--- config.mk ---
export PLATFORM = sky130hd
export DESIGN_NAME = dm_port_arbiter_flat
export DESIGN_NICKNAME = d
export VERILOG_FILES = /design/src/rtl/dm_port_arbiter_if.sv /design/src/rtl/dm_port_arbiter.sv /design/src/flat_wrapper.sv
export SDC_FILE = /design/constraint.sdc
export NUM_CORES = 1
export LEC_CHECK = 0
export BUFFER_PORTS_ARGS = -buffer_cell sky130_fd_sc_hd__buf_2
export CAP_MARGIN = 5
export CORE_AREA = 2 2 113 115
export CTS_CLUSTER_DIAMETER = 150
export DETAILED_ROUTE_END_ITERATION = 8
export DIE_AREA = 0 0 115 117
export PLACE_DENSITY_LB_ADDON = 0.25
export SYNTH_ARGS = -nofsm -noshare
export SYNTH_HDL_FRONTEND = slang
export SYNTH_SLANG_ARGS = --single-unit
--- constraint.sdc ---
create_clock -name clk -period 5.71 [get_ports clk]
set_clock_uncertainty 0.05 [all_clocks]
set_input_delay 1.142 -clock clk [delete_from_list [all_inputs] [get_ports clk]]
set_output_delay 1.142 -clock clk [all_outputs]
set_load 0.1 [all_outputs]
--- src/rtl/dm_port_arbiter_if.sv ---
// One requester port of the data-memory arbiter: request fields in, grant and response out.
// Handshake: a master holds req with stable fields until gnt; one response pulse (rvalid) follows each gnt.
interface dm_port_arbiter_if;
    logic        req;
    logic        we;
    logic [1:0]  size;
    logic        sext;
    logic [31:0] addr;
    logic [31:0] wdata;
    logic        gnt;
    logic        rvalid;
    logic [31:0] rdata;
    logic        err;

    modport master (output req, we, size, sext, addr, wdata,
                    input  gnt, rvalid, rdata, err);
    modport slave  (input  req, we, size, sext, addr, wdata,
                    output gnt, rvalid, rdata, err);
endinterface

--- src/rtl/dm_port_arbiter.sv ---
// Two-master arbiter in front of the single-port data RAM: grants one access per cycle,
// builds byte-lane strobes for stores and aligns/extends load data on the following cycle.
module dm_port_arbiter #(
    parameter int DEPTH_WORDS = 3072,
    parameter bit FIXED_PRIO  = 1'b0
) (
    input  logic        clk,
    input  logic        rst_n,
    dm_port_arbiter_if.slave m0,
    dm_port_arbiter_if.slave m1,
    output logic        ram_en,
    output logic [3:0]  ram_we,
    output logic [11:0] ram_addr,
    output logic [31:0] ram_din,
    input  logic [31:0] ram_dout,
    output logic        dbg_last_gnt
);

    localparam logic [0:0]  LAST_M0   = 1'b0;
    localparam logic [0:0]  LAST_M1   = 1'b1;
    localparam logic [12:0] DEPTH_LIM = 13'(DEPTH_WORDS);

    logic [0:0]  last_q;
    logic        pick_m1;
    logic        gnt_any;
    logic        legal;
    logic        w_we;
    logic [1:0]  w_size;
    logic        w_sext;
    logic [31:0] w_addr;
    logic [31:0] w_wdata;
    logic [1:0]  w_off;
    logic [11:0] w_word;
    logic        w_err;
    logic [3:0]  lanes;
    logic [31:0] din_n;
    logic [11:0] addr_q;
    logic [31:0] din_q;

    logic        rsp_valid;
    logic        rsp_owner;
    logic        rsp_we;
    logic [1:0]  rsp_size;
    logic        rsp_sext;
    logic [1:0]  rsp_off;
    logic        rsp_err;
    logic [7:0]  rd_byte;
    logic [15:0] rd_half;
    logic [31:0] rdata_n;

    assign dbg_last_gnt = last_q;

    // On a tie the master that was not granted last wins unless m0 has fixed priority.
    always_comb begin
        pick_m1 = 1'b0;
        if (m0.req && m1.req) begin
            pick_m1 = FIXED_PRIO ? 1'b0 : (last_q == LAST_M0);
        end else begin
            pick_m1 = m1.req;
        end
    end

    assign gnt_any = rst_n & (m0.req | m1.req);
    assign m0.gnt  = gnt_any & ~pick_m1;
    assign m1.gnt  = gnt_any & pick_m1;

    assign w_we    = pick_m1 ? m1.we    : m0.we;
    assign w_size  = pick_m1 ? m1.size  : m0.size;
    assign w_sext  = pick_m1 ? m1.sext  : m0.sext;
    assign w_addr  = pick_m1 ? m1.addr  : m0.addr;
    assign w_wdata = pick_m1 ? m1.wdata : m0.wdata;
    assign w_off   = w_addr[1:0];
    assign w_word  = w_addr[13:2];

    assign w_err = (w_size == 2'b11)
                 | ((w_size == 2'b01) & w_off[0])
                 | ((w_size == 2'b10) & (|w_off))
                 | (|w_addr[31:14])
                 | ({1'b0, w_word} >= DEPTH_LIM);

    assign legal = gnt_any & ~w_err;

    // Store data is replicated so every enabled lane sees the right bytes.
    always_comb begin
        lanes = 4'b0000;
        din_n = w_wdata;
        case (w_size)
            2'b00: begin
                lanes = 4'b0001 << w_off;
                din_n = {4{w_wdata[7:0]}};
            end
            2'b01: begin
                lanes = w_off[1] ? 4'b1100 : 4'b0011;
                din_n = {2{w_wdata[15:0]}};
            end
            default: begin
                lanes = 4'b1111;
                din_n = w_wdata;
            end
        endcase
    end

    assign ram_en   = legal;
    assign ram_we   = (legal && w_we) ? lanes : 4'b0000;
    assign ram_addr = legal ? w_word : addr_q;
    assign ram_din  = legal ? din_n : din_q;

    always_ff @(posedge clk or negedge rst_n) begin
        if (!rst_n) begin
            last_q    <= LAST_M1;
            addr_q    <= '0;
            din_q     <= '0;
            rsp_valid <= 1'b0;
            rsp_owner <= 1'b0;
            rsp_we    <= 1'b0;
            rsp_size  <= 2'b00;
            rsp_sext  <= 1'b0;
            rsp_off   <= 2'b00;
            rsp_err   <= 1'b0;
        end else begin
            rsp_valid <= gnt_any;
            if (gnt_any) begin
                last_q    <= pick_m1 ? LAST_M1 : LAST_M0;
                rsp_owner <= pick_m1;
                rsp_we    <= w_we;
                rsp_size  <= w_size;
                rsp_sext  <= w_sext;
                rsp_off   <= w_off;
                rsp_err   <= w_err;
            end
            if (legal) begin
                addr_q <= w_word;
                din_q  <= din_n;
            end
        end
    end

    always_comb begin
        case (rsp_off)
            2'd0:    rd_byte = ram_dout[7:0];
            2'd1:    rd_byte = ram_dout[15:8];
            2'd2:    rd_byte = ram_dout[23:16];
            default: rd_byte = ram_dout[31:24];
        endcase
        rd_half = rsp_off[1] ? ram_dout[31:16] : ram_dout[15:0];
        rdata_n = '0;
        if (rsp_valid && !rsp_we && !rsp_err) begin
            case (rsp_size)
                2'b00:   rdata_n = {{24{rsp_sext & rd_byte[7]}}, rd_byte};
                2'b01:   rdata_n = {{16{rsp_sext & rd_half[15]}}, rd_half};
                default: rdata_n = ram_dout;
            endcase
        end
    end

    assign m0.rvalid = rsp_valid & ~rsp_owner;
    assign m1.rvalid = rsp_valid & rsp_owner;
    assign m0.rdata  = m0.rvalid ? rdata_n : '0;
    assign m1.rdata  = m1.rvalid ? rdata_n : '0;
    assign m0.err    = m0.rvalid & rsp_err;
    assign m1.err    = m1.rvalid & rsp_err;

endmodule

--- src/flat_wrapper.sv ---
// flat-port wrapper written by rule: the top's interface ports become plain ports
module dm_port_arbiter_flat 
#(
    parameter int DEPTH_WORDS = 3072,
    parameter bit FIXED_PRIO  = 1'b0
)
  (clk, rst_n, ram_en, ram_we, ram_addr, ram_din, ram_dout, dbg_last_gnt, m0_req, m0_we, m0_size, m0_sext, m0_addr, m0_wdata, m0_gnt, m0_rvalid, m0_rdata, m0_err, m1_req, m1_we, m1_size, m1_sext, m1_addr, m1_wdata, m1_gnt, m1_rvalid, m1_rdata, m1_err);
  dm_port_arbiter_if m0_i ();
  dm_port_arbiter_if m1_i ();
  input  logic clk;
  input  logic rst_n;
  output logic ram_en;
  output logic [3:0] ram_we;
  output logic [11:0] ram_addr;
  output logic [31:0] ram_din;
  input  logic [31:0] ram_dout;
  output logic dbg_last_gnt;
  input wire logic [$bits(m0_i.req)-1:0] m0_req;
  input wire logic [$bits(m0_i.we)-1:0] m0_we;
  input wire logic [$bits(m0_i.size)-1:0] m0_size;
  input wire logic [$bits(m0_i.sext)-1:0] m0_sext;
  input wire logic [$bits(m0_i.addr)-1:0] m0_addr;
  input wire logic [$bits(m0_i.wdata)-1:0] m0_wdata;
  output wire logic [$bits(m0_i.gnt)-1:0] m0_gnt;
  output wire logic [$bits(m0_i.rvalid)-1:0] m0_rvalid;
  output wire logic [$bits(m0_i.rdata)-1:0] m0_rdata;
  output wire logic [$bits(m0_i.err)-1:0] m0_err;
  input wire logic [$bits(m1_i.req)-1:0] m1_req;
  input wire logic [$bits(m1_i.we)-1:0] m1_we;
  input wire logic [$bits(m1_i.size)-1:0] m1_size;
  input wire logic [$bits(m1_i.sext)-1:0] m1_sext;
  input wire logic [$bits(m1_i.addr)-1:0] m1_addr;
  input wire logic [$bits(m1_i.wdata)-1:0] m1_wdata;
  output wire logic [$bits(m1_i.gnt)-1:0] m1_gnt;
  output wire logic [$bits(m1_i.rvalid)-1:0] m1_rvalid;
  output wire logic [$bits(m1_i.rdata)-1:0] m1_rdata;
  output wire logic [$bits(m1_i.err)-1:0] m1_err;
  assign m0_i.req = m0_req;
  assign m0_i.we = m0_we;
  assign m0_i.size = m0_size;
  assign m0_i.sext = m0_sext;
  assign m0_i.addr = m0_addr;
  assign m0_i.wdata = m0_wdata;
  assign m0_gnt = m0_i.gnt;
  assign m0_rvalid = m0_i.rvalid;
  assign m0_rdata = m0_i.rdata;
  assign m0_err = m0_i.err;
  assign m1_i.req = m1_req;
  assign m1_i.we = m1_we;
  assign m1_i.size = m1_size;
  assign m1_i.sext = m1_sext;
  assign m1_i.addr = m1_addr;
  assign m1_i.wdata = m1_wdata;
  assign m1_gnt = m1_i.gnt;
  assign m1_rvalid = m1_i.rvalid;
  assign m1_rdata = m1_i.rdata;
  assign m1_err = m1_i.err;
  dm_port_arbiter #(.DEPTH_WORDS(DEPTH_WORDS), .FIXED_PRIO(FIXED_PRIO)) u_core (.clk(clk), .rst_n(rst_n), .m0(m0_i), .m1(m1_i), .ram_en(ram_en), .ram_we(ram_we), .ram_addr(ram_addr), .ram_din(ram_din), .ram_dout(ram_dout), .dbg_last_gnt(dbg_last_gnt));
endmodule
==> results.sh, run 1 <==
export IMPL_fmax_ghz=0.2057
export IMPL_period_share=0.8514
export IMPL_grt_total_usage=0.2324
export IMPL_htreeDepth=2
export IMPL_synth_largest_area_cell="dfrtp_1"
export IMPL_via_per_inst=5.198
export IMPL_slowest_delay_ns=0.64
export IMPL_report_final_setup_viol=0
export IMPL_dpl_worst_slack_ns=0.8446
export IMPL_antenna_cells=0
export IMPL_hold_buffers=0
export IMPL_synth_top_area_share=0.3032
export IMPL_synth_seq_cells=54
export IMPL_syn_avg_cell_area_um2=8.428
export IMPL_vias=4881
export IMPL_cts_tree="done"
export IMPL_worstHoldPathType="flop to flop"
export IMPL_path_delay_family="buffers and inverters"
export IMPL_die_h_um=117
export IMPL_drc=0
export IMPL_die_area_um2=13460
export IMPL_grt_pass1_vias=4696
export IMPL_cap_violations=0
export IMPL_start_util=0.3553
export IMPL_ant_nets=0
export IMPL_drtIter0Drc=235
export IMPL_clk_pin_slew_ns=0.06
export IMPL_avgRoutedWirePerCell_um=17.56
export IMPL_critPathBufInv=3
export IMPL_io_pins=292
export IMPL_cts_sinks=54
export IMPL_worstMarginPinSlew_ns=1.193
export IMPL_worst_path_max_delay_cell="a21bo_2"
export IMPL_drtPass1Iterations=4
export IMPL_synth_warnings=0
export IMPL_critical_path_required_ns=4.52
export IMPL_syn_instance_count=519
export IMPL_grt_max_degree=56
export IMPL_tns_ns=0
export IMPL_port_buffers=291
export IMPL_drv_slew=0
export IMPL_grt_setup_unrepaired="false"
export IMPL_clk_latency_ns=0.29
export IMPL_crit_type="input port to output pin"
export IMPL_synth_area_top_cells="dfrtp_1 (30%), mux2_4 (15%), nor2_1 (8.2%)"
export IMPL_fp_row_count=41
export IMPL_syn_nets=691
export IMPL_hold_violations=0
export IMPL_max_vdd_ir_drop_mv=0.1375
export IMPL_syn_area_um2=4374
export IMPL_seq_area_frac_synth=0.3092
export IMPL_clockBufferDepth=2
export IMPL_path_cells="buf_2 > a21bo_2 > buf_4 > mux2_2 > nand2_1 > nand2_1 > a211oi_1 > buf_2"
export IMPL_worstPathArrival_ns=3.67
export IMPL_crit_path_start_kind="input port"
export IMPL_die_x_um=115
export IMPL_grt_first_pass_wirelength_um=24210
export IMPL_fin_crit_ns=4.861
export IMPL_layout_setup_ws_ns=0.8486
export IMPL_cts_made_buffers=5
export IMPL_cts_setup_buffers=0
export IMPL_critPathMaxFanout=31
export IMPL_drt_total_wl_um=16490
export IMPL_ctsResizeCount=0
export IMPL_gr_total_overflow=0
export IMPL_cp_end_kind="output pin"
export IMPL_leakage_uw=0.003722
export IMPL_powerDensity_nw_per_um2=157.7
export IMPL_drive_gt1_frac=0.4778
export IMPL_root_buffer="clkbuf_16"
export IMPL_dp_hpwl_um=13240
export IMPL_status="finished, final reports clean"
export IMPL_layout_nets=960
export IMPL_maxSlewHeadroom=0.2030
export IMPL_place_congestion=0.9048
export IMPL_area_delta_synth_final_pct=52.77
export IMPL_antenna_found_initial=3
export IMPL_synth_distinct_cells=44
export IMPL_coreArea_um2=12310
-- layout by cell type, fill, tap and decap left out, types with 4 or more instances in the layout --
master	count
buf_4	7
nand2_1	89
o22ai_1	8
buf_2	247
nor3_1	12
dfrtp_1	53
buf_12	44
inv_1	15
a21oi_1	25
mux2_4	44
nor3b_1	8
mux2i_1	34
a31oi_1	9
clkbuf_16	5
nor2_1	96
nor4_1	6
o221ai_1	7
mux2_2	19
o21ai_0	23
a211oi_1	4
-- per-stage QoR --
| stage | power, uW | instance area [um^2] | util | instances | hold slack [ns] |
|---|---|---|---|---|---|
| 6_report | 1054 | 6683 | 0.5428 | 939 | 0.4404 |
| 5_1_grt | 1110 | 6683 | 0.5428 | 939 | 0.4713 |
| 4_1_cts | 1061 | 6683 | 0.5428 | 939 | 0.4458 |
| 3_5_place_dp | 755.6 | 6540 | 0.5312 | 931 | 0.4278 |
| 3_3_place_gp | 745.8 | 6540 | 0.5312 | 931 | 0.4149 |
| 2_1_floorplan | 630.6 | 4374 | - | 519 | 0.4008 |
-- worst register-to-register path: cells and delay by family, from the launching register on --
| family | cells | cell delay, ns |
|---|---|---|
| compound gates | 2 | 0.89 |
| simple gates | 2 | 0.46 |
| buf+inv | 1 | 0.37 |
| flops | 1 | 0.59 |
| mux | 1 | 0.37 |
-- cells by family after synthesis --
kind of cell / after synthesis / share of synthesized area
DFF: 54 / 0.3092
and+or+nand+nor: 226 / 0.2191
AOI/OAI and AO/OA: 88 / 0.1227
buffers and inverters: 52 / 0.06093
muxes: 99 / 0.2880
-- cells in the mapped netlist --
| library cell | count |
|---|---|
| dfstp_2 | 1 |
| buf_1 | 2 |
| a31oi_1 | 9 |
| a21boi_0 | 1 |
| inv_1 | 15 |
| nor4_1 | 6 |
| mux2i_4 | 1 |
| dfrtp_1 | 53 |
| a211o_1 | 1 |
| o221ai_1 | 7 |
| nor3b_1 | 8 |
| o22ai_1 | 8 |
| mux2i_1 | 34 |
| nand3_1 | 2 |
| clkinv_1 | 1 |
| nor2_1 | 96 |
| nor2b_1 | 1 |
| and2_1 | 1 |
| o211ai_1 | 2 |
| nor4_2 | 2 |
| and3_1 | 2 |
| a221oi_1 | 1 |
| a21bo_1 | 1 |
| o21ai_2 | 1 |
| nand2b_1 | 1 |
| buf_6 | 8 |
| or2_1 | 1 |
| mux2_2 | 19 |
| buf_2 | 9 |
| mux2_4 | 44 |
| a32oi_1 | 1 |
| nand2_2 | 1 |
| or4_1 | 2 |
| a21oi_1 | 25 |
| a21boi_2 | 1 |
| mux4_2 | 1 |
| clkbuf_1 | 17 |
| o21ai_1 | 1 |
| a211oi_1 | 4 |
| nor3_1 | 12 |
| nand4_1 | 2 |
| a21o_1 | 2 |
| nand2_1 | 89 |
| o21ai_0 | 23 |
-- power by group --
| part | switching [uW] | internal (uW) |
|---|---|---|
| sequential | 20.9 | 391 |
| combinational | 206 | 133 |
| clock | 140 | 163 |
-- routing by layer --
layer	global-route usage	wire length, um	vias to the layer above
met2	0.4412	8709	241
met3	0.04892	1165	22
li1	-	-	2342
met5	0	0	-
met4	0.06586	361	0
met1	0.2624	6251	2276
-- path summary, 6_finish.rpt --
check / from / endpoint / slack (ns) / cells past startpoint
min reg2reg: u_core.rsp_we$_DFFE_PN0P_ / u_core.rsp_we$_DFFE_PN0P_ / 0.44 / 2
max reg2reg: u_core.dbg_last_gnt$_DFFE_PN1P_ / u_core.addr_q[3]$_DFF_PN0_ / 2.87 / 6
min: u_core.rsp_we$_DFFE_PN0P_ / u_core.rsp_we$_DFFE_PN0P_ / 0.44 / 2
max: m1_req / ram_we[0] / 0.85 / 8
max in group asynchronous: rst_n / u_core.addr_q[3]$_DFF_PN0_ / 4.16 / 2
min in group asynchronous: rst_n / u_core.addr_q[11]$_DFF_PN0_ / 0.98 / 2
-- state kept, by name, indices dropped and copies added, names as in the netlist --
| signal | flops |
|---|---|
| u_core.addr_q | 12 |
| u_core.rsp_size | 2 |
| u_core.rsp_valid | 1 |
| u_core.din_q | 32 |
| u_core.rsp_off | 2 |
| u_core.rsp_owner | 1 |
| u_core.rsp_sext | 1 |
| u_core.rsp_we | 1 |
| u_core.rsp_err | 1 |
| u_core.dbg_last_gnt | 1 |
-- final cells by class --
cell class	instances	area (um^2)
tap	150	187.7
sequential	54	1353
clock inverter	2	13.76
timing repair buffer	298	2170
inverter	16	60.06
clock buffer	6	128.9
multi-input combinational	413	2770
fill	1133	5629
Note: power is estimated with default switching activity, not from simulation.
==> run 2, diff against run 1 <==
CORE_AREA = 2 2 114 116   (was 2 2 113 115)
DIE_AREA = 0 0 116 118   (was 0 0 115 117)
clock period = 5.09 ns   (was 5.71 ns; I/O delays follow)
==> run 2 against run 1 <==
Net effect:
- utilization up 0.69 points
- total power up 14%
- design area up 2.1%
- wire length about the same
- sequential share of layout area down 0.42 points
- combinational power up 14%
- final cell count up 2.8%
- worst setup slack worse by 0.16 ns
- flip-flop and latch count unchanged
- highest routed layer unchanged
- hold slack better by 0.010 ns
- first-iteration DRC count up 7.7%
- clock power up 19%
==> results.sh, run 2 (synthesis gave the netlist of run 1 again) <==
export IMPL_status="finished, final reports clean"
export IMPL_largest_reg_flops=32
export IMPL_clk_pin_slew_ns=0.07
export IMPL_place_area_um2=6665
export IMPL_stdcell_area_um2=6824
export IMPL_die_area_um2=13690
export IMPL_root_buffer="clkbuf_16"
export IMPL_cts_made_buffers=5
export IMPL_top_regs="u_core.din_q x32, u_core.addr_q x12"
export IMPL_start_util=0.3523
export IMPL_final_cell_mix="buf_2 (242), nor2_1 (96), nand2_1 (89), dfrtp_1 (53), buf_12 (49)"
export IMPL_port_buffers=291
export IMPL_report_final_setup_viol=0
export IMPL_drive_gt1_frac=0.4811
export IMPL_ctsResizeCount=0
export IMPL_ant_nets=0
export IMPL_largest_register="u_core.din_q"
export IMPL_avgRoutedWirePerCell_um=17.09
export IMPL_rr_endpoint="u_core.din_q[12]$_DFF_PN0_"
export IMPL_rr_worst_depth=5
export IMPL_antenna_found_initial=1
export IMPL_hold_violations=0
export IMPL_period_share=0.8647
export IMPL_cp_end_kind="output pin"
export IMPL_drv_slew=0
export IMPL_maxSlewHeadroom=0.3899
export IMPL_via_per_inst=4.979
export IMPL_path_cells="buf_2 > a21bo_2 > nand4_1 > nor4_2 > o21ai_4 > buf_4 > mux2_4 > buf_12"
export IMPL_grt_total_usage=0.2349
export IMPL_clockBufferDepth=2
export IMPL_critPathBufInv=3
export IMPL_powerDensity_nw_per_um2=175.9
export IMPL_slowest_delay_ns=0.72
export IMPL_fp_row_count=41
export IMPL_fin_crit_ns=4.401
export IMPL_drtIter0Drc=253
export IMPL_leakage_uw=0.003756
export IMPL_io_pins=292
export IMPL_coreArea_um2=12410
export IMPL_grt_pass1_vias=4875
export IMPL_grt_max_degree=56
export IMPL_die_x_um=116
export IMPL_layout_nets=963
export IMPL_drt_total_wl_um=16490
export IMPL_tns_ns=0
export IMPL_worstPathArrival_ns=3.33
export IMPL_gr_total_overflow=0
export IMPL_hold_start="u_core.rsp_we$_DFFE_PN0P_"
export IMPL_worst_path_stages=8
export IMPL_final_util=0.5497
export IMPL_htreeDepth=2
export IMPL_nFillCells=1170
export IMPL_fmax_ghz=0.2272
export IMPL_worstMarginPinSlew_ns=0.9117
export IMPL_drc=0
export IMPL_whs_endpoint="u_core.rsp_we$_DFFE_PN0P_"
export IMPL_worstHoldPathType="flop to flop"
export IMPL_drtPass1Iterations=4
export IMPL_cap_violations=0
export IMPL_place_congestion=0.9157
export IMPL_hold_buffers=0
export IMPL_r2r_slack_ns=2.47
export IMPL_grt_first_pass_wirelength_um=25140
export IMPL_crit_type="input port to output pin"
export IMPL_min_path_cells=2
export IMPL_final_common_cell="buf_2"
export IMPL_critPathMaxFanout=22
export IMPL_area_delta_synth_final_pct=56.01
export IMPL_clk_latency_ns=0.29
export IMPL_grt_setup_unrepaired="false"
export IMPL_dp_hpwl_um=13280
export IMPL_vias=4805
export IMPL_path_delay_family="compound AO/OA/AOI/OAI gates"
export IMPL_worst_path_max_delay_cell="o21ai_4"
export IMPL_cts_setup_buffers=0
export IMPL_crit_path_start_kind="input port"
export IMPL_max_vdd_ir_drop_mv=0.1309
export IMPL_reg2reg_from="u_core.dbg_last_gnt$_DFFE_PN1P_"
export IMPL_critical_path_required_ns=4.02
export IMPL_cts_tree="done"
export IMPL_cts_sinks=54
export IMPL_die_h_um=118
run 2: cell count changes in the layout (fill, tap and decap cells not counted), sizes merged:
cell,before,now
buf,298,301
diode,0,1
run 2: area by class of cell:
cell class                 instances  area (um^2)  area share
antenna                            1        2.502   0.0003667
clock buffer                       6        138.9     0.02035
clock inverter                     2        17.52    0.002567
inverter                          16        60.06    0.008801
multi-input combinational        413         2770      0.4059
sequential                        54         1353      0.1982
tap                              172        215.2     0.03154
timing repair buffer             301         2267      0.3322
run 2: worst max-delay path by stage:
stage / start / to / slack, ns
after floorplan: m0_addr[15] / ram_we[0] / -0.32
after global placement: m0_req / ram_din[18] / 0.70
after detailed placement: m0_req / ram_din[4] / 0.69
after CTS: m0_req / ram_din[4] / 0.68
after global routing: m0_req / ram_din[4] / 0.59
final: m0_req / ram_din[4] / 0.69
run 2: tightest hold or removal path, stage by stage, from the launching register on:
cell	delay, ns
dfrtp_1	0.36
nand2_1	0.05
o21ai_0	0.06
run 2: layer usage:
metal / share of wire / vias to the layer above / GRT usage
met1: 0.39 / 2220 / 0.2618
met2: 0.51 / 217 / 0.4196
li1: - / 2341 / -
met5: 0 / - / 0
met4: 0.025 / 0 / 0.08408
met3: 0.081 / 27 / 0.06694
run 2: power by group:
group	total, uW	switching, uW	internal (uW)	leakage, uW
clock network	361	163	198	0.0000770
registers	454	15.3	439	0.000733
logic	385	234	151	0.00295
run 2: per-stage QoR:
step	std cells	worst slack, ns	hold WS, ns	total power, uW
finish	965	0.6886	0.4508	1200
global route	964	0.5888	0.4806	1269
CTS	964	0.6828	0.4591	1215
detailed placement	956	0.6858	0.4432	845.9
global placement	956	0.6974	0.4281	837.2
floorplan	519	-0.3175	0.4008	707.4
